`src/rtl/round_judge_if.sv`:
```
// Handshake and display bundle between the Memory Matrix board generator,
// the player input logic and the round judge.
interface round_judge_if;
    logic [7:0] board;
    logic       board_valid;
    logic       guess_valid;
    logic [2:0] guess_idx;
    logic       restart;
    logic [7:0] display;
    logic [7:0] hit_mask;
    logic [7:0] miss_mask;
    logic [2:0] mistakes;
    logic       hit_pulse;
    logic       miss_pulse;
    logic       playing;
    logic       win;
    logic       lose;

    // Generator / player side: supplies board and guesses, observes the judge.
    modport master (
        output board, board_valid, guess_valid, guess_idx, restart,
        input  display, hit_mask, miss_mask, mistakes, hit_pulse, miss_pulse,
               playing, win, lose
    );

    // Judge side.
    modport slave (
        input  board, board_valid, guess_valid, guess_idx, restart,
        output display, hit_mask, miss_mask, mistakes, hit_pulse, miss_pulse,
               playing, win, lose
    );
endinterface

```
`src/rtl/round_judge.sv`:
```
// Round judge for the Memory Matrix game: captures the generated board,
// shows it for SHOW_CYCLES clocks, then scores player guesses until the
// whole pattern is found (WIN) or MAX_MISTAKES distinct wrong tiles are
// picked (LOSE). All outputs come from registers or registered state.
module round_judge #(
    parameter int SHOW_CYCLES  = 50000000,
    parameter int MAX_MISTAKES = 3,
    parameter int CNT_W        = 26
) (
    input  logic         clk,
    input  logic         reset,
    round_judge_if.slave bus
);

    typedef enum logic [2:0] {
        ST_IDLE = 3'd0,
        ST_SHOW = 3'd1,
        ST_PLAY = 3'd2,
        ST_WIN  = 3'd3,
        ST_LOSE = 3'd4
    } state_t;

    localparam logic [CNT_W-1:0] SHOW_LOAD = CNT_W'(SHOW_CYCLES - 1);
    localparam logic [CNT_W-1:0] CNT_ONE   = CNT_W'(1);
    localparam logic [2:0]       MAX_MISS  = 3'(MAX_MISTAKES);

    state_t           state_r, state_s;
    logic [7:0]       target_r, target_s;
    logic [7:0]       hit_r, hit_s;
    logic [7:0]       miss_r, miss_s;
    logic [2:0]       mistakes_r, mistakes_s;
    logic [CNT_W-1:0] cnt_r, cnt_s;
    logic             hit_pulse_r, hit_pulse_s;
    logic             miss_pulse_r, miss_pulse_s;
    logic [7:0]       sel_s;
    logic [7:0]       display_s;

    // One-hot tile select from a 3-bit tile index.
    function automatic logic [7:0] tile_onehot(input logic [2:0] idx);
        tile_onehot = 8'd1 << idx;
    endfunction

    // Next-state and next-datapath logic; registers hold unless a phase acts.
    always_comb begin
        state_s      = state_r;
        target_s     = target_r;
        hit_s        = hit_r;
        miss_s       = miss_r;
        mistakes_s   = mistakes_r;
        cnt_s        = cnt_r;
        hit_pulse_s  = 1'b0;
        miss_pulse_s = 1'b0;
        sel_s        = tile_onehot(bus.guess_idx);

        case (state_r)
            ST_IDLE: begin
                if (bus.board_valid) begin
                    target_s   = bus.board;
                    hit_s      = 8'd0;
                    miss_s     = 8'd0;
                    mistakes_s = 3'd0;
                    cnt_s      = SHOW_LOAD;
                    state_s    = ST_SHOW;
                end else begin
                    state_s    = ST_IDLE;
                end
            end

            ST_SHOW: begin
                if (cnt_r == {CNT_W{1'b0}}) begin
                    state_s = ST_PLAY;
                end else begin
                    cnt_s   = cnt_r - CNT_ONE;
                end
            end

            ST_PLAY: begin
                if (bus.guess_valid) begin
                    if ((target_r & sel_s) != 8'd0) begin
                        if ((hit_r & sel_s) == 8'd0) begin
                            hit_s       = hit_r | sel_s;
                            hit_pulse_s = 1'b1;
                        end else begin
                            hit_s       = hit_r;
                        end
                    end else begin
                        if ((miss_r & sel_s) == 8'd0) begin
                            miss_s       = miss_r | sel_s;
                            mistakes_s   = mistakes_r + 3'd1;
                            miss_pulse_s = 1'b1;
                        end else begin
                            miss_s       = miss_r;
                        end
                    end
                end else begin
                    hit_s = hit_r;
                end
                // Decide on the values this edge will commit, so an empty
                // board wins on its first PLAY cycle without any guess.
                if (hit_s == target_r) begin
                    state_s = ST_WIN;
                end else if (mistakes_s == MAX_MISS) begin
                    state_s = ST_LOSE;
                end else begin
                    state_s = ST_PLAY;
                end
            end

            ST_WIN, ST_LOSE: begin
                // restart outranks a simultaneous board_valid; the generator
                // re-issues the board once we are back in IDLE.
                if (bus.restart) begin
                    hit_s      = 8'd0;
                    miss_s     = 8'd0;
                    mistakes_s = 3'd0;
                    state_s    = ST_IDLE;
                end else begin
                    state_s    = state_r;
                end
            end

            default: begin
                state_s    = ST_IDLE;
                hit_s      = 8'd0;
                miss_s     = 8'd0;
                mistakes_s = 3'd0;
                cnt_s      = {CNT_W{1'b0}};
            end
        endcase
    end

    // State and datapath registers with synchronous active-low reset.
    always_ff @(posedge clk) begin
        if (!reset) begin
            state_r      <= ST_IDLE;
            target_r     <= 8'd0;
            hit_r        <= 8'd0;
            miss_r       <= 8'd0;
            mistakes_r   <= 3'd0;
            cnt_r        <= {CNT_W{1'b0}};
            hit_pulse_r  <= 1'b0;
            miss_pulse_r <= 1'b0;
        end else begin
            state_r      <= state_s;
            target_r     <= target_s;
            hit_r        <= hit_s;
            miss_r       <= miss_s;
            mistakes_r   <= mistakes_s;
            cnt_r        <= cnt_s;
            hit_pulse_r  <= hit_pulse_s;
            miss_pulse_r <= miss_pulse_s;
        end
    end

    // Display mask decoded from registered state: pattern while showing and
    // after the round ends, found tiles while playing, dark when idle.
    always_comb begin
        display_s = 8'd0;
        case (state_r)
            ST_SHOW: display_s = target_r;
            ST_PLAY: display_s = hit_r;
            ST_WIN:  display_s = target_r;
            ST_LOSE: display_s = target_r;
            default: display_s = 8'd0;
        endcase
    end

    assign bus.display    = display_s;
    assign bus.hit_mask   = hit_r;
    assign bus.miss_mask  = miss_r;
    assign bus.mistakes   = mistakes_r;
    assign bus.hit_pulse  = hit_pulse_r;
    assign bus.miss_pulse = miss_pulse_r;
    assign bus.playing    = (state_r == ST_PLAY);
    assign bus.win        = (state_r == ST_WIN);
    assign bus.lose       = (state_r == ST_LOSE);

endmodule

```
`src/flat_wrapper.sv`:
```
// flat-port wrapper written by rule: the top's interface ports become plain ports
module round_judge_flat 
#(
    parameter int SHOW_CYCLES  = 50000000,
    parameter int MAX_MISTAKES = 3,
    parameter int CNT_W        = 26
)
  (clk, reset, bus_board, bus_board_valid, bus_guess_valid, bus_guess_idx, bus_restart, bus_display, bus_hit_mask, bus_miss_mask, bus_mistakes, bus_hit_pulse, bus_miss_pulse, bus_playing, bus_win, bus_lose);
  round_judge_if bus_i ();
  input  logic clk;
  input  logic reset;
  input wire logic [$bits(bus_i.board)-1:0] bus_board;
  input wire logic [$bits(bus_i.board_valid)-1:0] bus_board_valid;
  input wire logic [$bits(bus_i.guess_valid)-1:0] bus_guess_valid;
  input wire logic [$bits(bus_i.guess_idx)-1:0] bus_guess_idx;
  input wire logic [$bits(bus_i.restart)-1:0] bus_restart;
  output wire logic [$bits(bus_i.display)-1:0] bus_display;
  output wire logic [$bits(bus_i.hit_mask)-1:0] bus_hit_mask;
  output wire logic [$bits(bus_i.miss_mask)-1:0] bus_miss_mask;
  output wire logic [$bits(bus_i.mistakes)-1:0] bus_mistakes;
  output wire logic [$bits(bus_i.hit_pulse)-1:0] bus_hit_pulse;
  output wire logic [$bits(bus_i.miss_pulse)-1:0] bus_miss_pulse;
  output wire logic [$bits(bus_i.playing)-1:0] bus_playing;
  output wire logic [$bits(bus_i.win)-1:0] bus_win;
  output wire logic [$bits(bus_i.lose)-1:0] bus_lose;
  assign bus_i.board = bus_board;
  assign bus_i.board_valid = bus_board_valid;
  assign bus_i.guess_valid = bus_guess_valid;
  assign bus_i.guess_idx = bus_guess_idx;
  assign bus_i.restart = bus_restart;
  assign bus_display = bus_i.display;
  assign bus_hit_mask = bus_i.hit_mask;
  assign bus_miss_mask = bus_i.miss_mask;
  assign bus_mistakes = bus_i.mistakes;
  assign bus_hit_pulse = bus_i.hit_pulse;
  assign bus_miss_pulse = bus_i.miss_pulse;
  assign bus_playing = bus_i.playing;
  assign bus_win = bus_i.win;
  assign bus_lose = bus_i.lose;
  round_judge #(.SHOW_CYCLES(SHOW_CYCLES), .MAX_MISTAKES(MAX_MISTAKES), .CNT_W(CNT_W)) u_core (.clk(clk), .reset(reset), .bus(bus_i));
endmodule
```
`config.mk`:
```
export PLATFORM = sky130hd
export DESIGN_NAME = round_judge_flat
export DESIGN_NICKNAME = d
export VERILOG_FILES = /design/src/rtl/round_judge_if.sv /design/src/rtl/round_judge.sv /design/src/flat_wrapper.sv
export SDC_FILE = /design/constraint.sdc
export NUM_CORES = 1
export LEC_CHECK = 0
export ABC_AREA = 1
export CORE_MARGIN = 1.5
export CORE_UTILIZATION = 52
export DETAILED_ROUTE_END_ITERATION = 6
export DONT_BUFFER_PORTS = 1
export GPL_TIMING_DRIVEN = 0
export PLACE_DENSITY = 0.67
export SLEW_MARGIN = 40
export SYNTH_ARGS = -nofsm -noshare
export SYNTH_HDL_FRONTEND = slang
export SYNTH_SLANG_ARGS = --single-unit
```
`constraint.sdc`:
```
create_clock -name clk -period 2.5 [get_ports clk]
set_input_delay 0.625 -clock clk [delete_from_list [all_inputs] [get_ports clk]]
set_output_delay 0.625 -clock clk [all_outputs]
set_load 0.005 [all_outputs]
```
==> run summary <==
STA
-------------------------------------------------------------------------------------
Final cycle utilization of the critical path ...........................        0.961
Worst setup skew after layout ..........................................   0.00600 ns
Fin worst setup slack ..................................................    0.0965 ns
Setup TNS after final layout ...........................................         0 ns
Max-Slew Margin vs Limit ...............................................        0.565
Final period demand of the worst path ..................................      2.40 ns
Final number of max-transition violations ..............................            0
Transition time of the tightest slew-check pin .........................     0.652 ns
Final Hold Violating Endpoints .........................................            0
Final setup vio count ..................................................            0
Setup repair after global routing missed its margin ....................        false
Maximum clock rate .....................................................      416 MHz

PWR
-------------------------------------------------------------------------------------
Standby leakage power ..................................................      1.53 nW
IR Drop Worst-Case VDD .................................................     0.449 mV
Cell area power density ................................................   662 nW/um2

FLOORPLAN
-------------------------------------------------------------------------------------
Core ar. ...............................................................     6390 um2
Die W ..................................................................      84.5 um
Ports ..................................................................           48
Floorplan die height ...................................................      84.5 um
Initial core utilization ...............................................        0.541
Rows ...................................................................           29
Die area ...............................................................     7140 um2

CLOCK NETWORK
-------------------------------------------------------------------------------------
Cell at the root of the clock tree .....................................     clkbuf_8
CTS tree ...............................................................        built
Maximum buffer depth of the clock tree .................................            2
Number of clock sinks seen by CTS ......................................           58
Number of buffers inserted during clock tree synthesis .................            9
Max H-tree Level .......................................................            3
Clock-pin slew of the registers on the worst-case setup and hold paths .      0.06 ns
Insertion delay of the later-clocked pin in the worst-skew pair ........      0.33 ns
Hold buffer count at CTS ...............................................            0

SYNTH
-------------------------------------------------------------------------------------
Mapped Avg Cell Area ...................................................     6.96 um2
Area of the mapped netlist .............................................     3450 um2
Area fraction of the dominant cell type after synthesis ................        0.336
Largest cells by area after synthesis .................................. dfxtp_1 (34%), nand2_1 (8.0%), nor2_1 (7.1%)
Share of the yosys chip area belonging to registers ....................        0.336
Most frequently used flop master after synthesis .......................      dfxtp_1
Number of enable-type register cells in the synthesized netlist ........            0
Library cell with the largest summed area after synthesis ..............      dfxtp_1
Syn Nets ...............................................................          514
Synth Warn # ...........................................................            0
Proportion of synthesized flip-flops having asynchronous set or reset ..            0
Number of register bits inferred by synthesis ..........................           58
Count of mapped cells out of synthesis .................................          496
Post-synth cell types ..................................................           41

SETUP PATH
-------------------------------------------------------------------------------------
Type of the setup path with the least slack ............................ flop to output pin
Startpoint Class .......................................................         flop
Data arrival time of the critical path .................................      1.78 ns
Max FO, Critical Path ..................................................           10
Required time at the endpoint of the critical path .....................      1.88 ns
Category of the worst setup path capture point .........................   output pin

STATUS
-------------------------------------------------------------------------------------
Run status .............................................................    completed

GLOBAL ROUTE
-------------------------------------------------------------------------------------
Largest net degree at the start of global routing ......................           11
Wire length of the first global-routing pass ...........................    15,200 um
Tot GR Track Use .......................................................        0.264
Via count of the first global-routing pass .............................        3,065
Leftover overflow at the end of global routing .........................            0
Initial antenna violation count ........................................            0

PLACED DESIGN
-------------------------------------------------------------------------------------
Minimum setup slack after placement ....................................    -0.115 ns
Port bufs ..............................................................            0
Detailed-placement wirelength estimate .................................      6460 um
Weighted congestion at the end of routability-driven global placement ..        0.894
Post-placement cell count ..............................................          573

CELLS AND AREA
-------------------------------------------------------------------------------------
Synth-to-layout area growth ............................................        10.9%
Commonest non-fill, non-tap cell in the layout .........................      nand2_1
Layout net count .......................................................          533
Antenna cells ..........................................................            0
Fill cell count ........................................................          625
Register Area ..........................................................     1160 um2
Count of non-filler cells in the finished layout .......................          594
Util after Layout ......................................................        0.600
Leading cell types in the layout, fill and taps excluded ............... nand2_1 (71), nor2_1 (64), inv_1 (63)
Ratio of cells with drive above 1 in the final layout ..................        0.170
Area of the multi-input gates ..........................................     1990 um2

DRT
-------------------------------------------------------------------------------------
DRC viols ..............................................................            0
Remaining antenna violation count after routing ........................            0
Initial detailed-routing violation count ...............................          291
Sum of routed wire length over all layers ..............................      9100 um
Vias ...................................................................        3,413
Router iterations before antenna repair ................................            5
DR vias/cell ...........................................................         5.75
Routed wirelength normalized by instance count .........................      15.3 um

MIN PATH
-------------------------------------------------------------------------------------
Hold Crit Class ........................................................ input port to flop

FLOW RUN
-------------------------------------------------------------------------------------
MaxCap Viol Count ......................................................            0

cell usage after synthesis, types with 4 or more instances:
cell / instances
inv_1: 64
buf_6: 4
dfxtp_1: 58
inv_2: 7
clkbuf_1: 5
nor2_1: 65
a221oi_2: 8
nand3_1: 33
nand4_1: 13
nand2_1: 74
o22ai_1: 12
nor3_2: 7
a21oi_1: 43
nand3_2: 9
o21ai_0: 28
nor2_2: 4
nor3_1: 8
nand2_2: 4
nor3b_1: 8
buf_4: 4
logic make-up (layout without fill, tap and decap cells):
kind of cell               after synthesis  in the layout  share of synthesized area
AOI/OAI and AO/OA                      105            105                      0.191
xor gates and xnor gates                 4              4                     0.0101
adders and majority gates                2              2                    0.00724
buffers and inverters                   89            109                      0.110
DFF                                     58             58                      0.336
and+or+nand+nor                        238            239                      0.345
registers in the layout (all words and copies together) (netlist names):
| register | cells |
|---|---|
| u_core.state_r | 3 |
| u_core.target_r | 8 |
| u_core.bus.hit_mask | 8 |
| u_core.bus.miss_mask | 8 |
| u_core.cnt_r | 26 |
| u_core.bus.mistakes | 3 |
| u_core.bus.hit_pulse | 1 |
| u_core.bus.miss_pulse | 1 |
worst max-delay path, cell delays in order (launching register included):
cell,delay [ns]
dfxtp_1,0.45
inv_1,0.18
nor3_4,0.42
nor2_4,0.15
o22ai_1,0.24
metrics by stage:
step | total power [W] | hold WS [ns] | area (um2)
finish | 0.00254 | 0.491 | 3830
global route | 0.00269 | 0.496 | 3830
CTS | 0.00249 | 0.476 | 3730
detailed placement | 0.00179 | 0.489 | 3550
global placement | 0.00177 | 0.482 | 3550
floorplan | 0.00162 | 0.465 | 3450
final cells by class:
class | count | share of cell area
multi-input cells | 350 | 0.521
flip-flops and latches | 58 | 0.303
inverters | 74 | 0.0738
clock buffers | 12 | 0.0353
plain buffers | 15 | 0.0271
well taps | 77 | 0.0251
repair buffers | 7 | 0.0137
clock inverters | 1 | 0.00131
timing repair:
item | 4_1_cts | 5_1_grt
endpoints found under the setup margin | 15 | 45
pin swaps | 4 | 6
hold endpoints to repair | 0 | 0
gates cloned | 1 | 0
setup buffers | 1 | 6
resized for setup | 7 | 13
worst paths after layout:
| path | startpoint | to | slack, ns | cells past startpoint |
|---|---|---|---|---|
| hold reg to reg | u_core.bus.miss_mask[4]$_SDFFE_PN0P_ | u_core.bus.miss_mask[4]$_SDFFE_PN0P_ | 0.50 | 2 |
| setup reg to reg | u_core.cnt_r[0]$_SDFFE_PN0P_ | u_core.cnt_r[6]$_SDFFE_PN0P_ | 0.20 | 13 |
| hold / removal | bus_board[6] | u_core.target_r[6]$_SDFFE_PN0P_ | 0.49 | 2 |
| setup / recovery | u_core.state_r[0]$_SDFFE_PN0P_ | bus_display[0] | 0.1 | 4 |
report_power, final:
part           total (W)  switching (W)  internal (W)  leakage, nW
clock network   0.000689       0.000346      0.000342       0.0722
registers        0.00110      0.0000840       0.00101        0.475
logic           0.000750       0.000494      0.000255        0.979
total            0.00254       0.000924       0.00161         1.53
routing by layer:
layer | wire length [um] | GRT usage | vias up
met2 | 3820 | 0.375 | 132
li1 | - | - | 1706
met5 | 0 | 0 | -
met1 | 4560 | 0.395 | 1563
met4 | 129 | 0.0968 | 0
met3 | 591 | 0.0472 | 12
(Power assumes the default switching activity.)
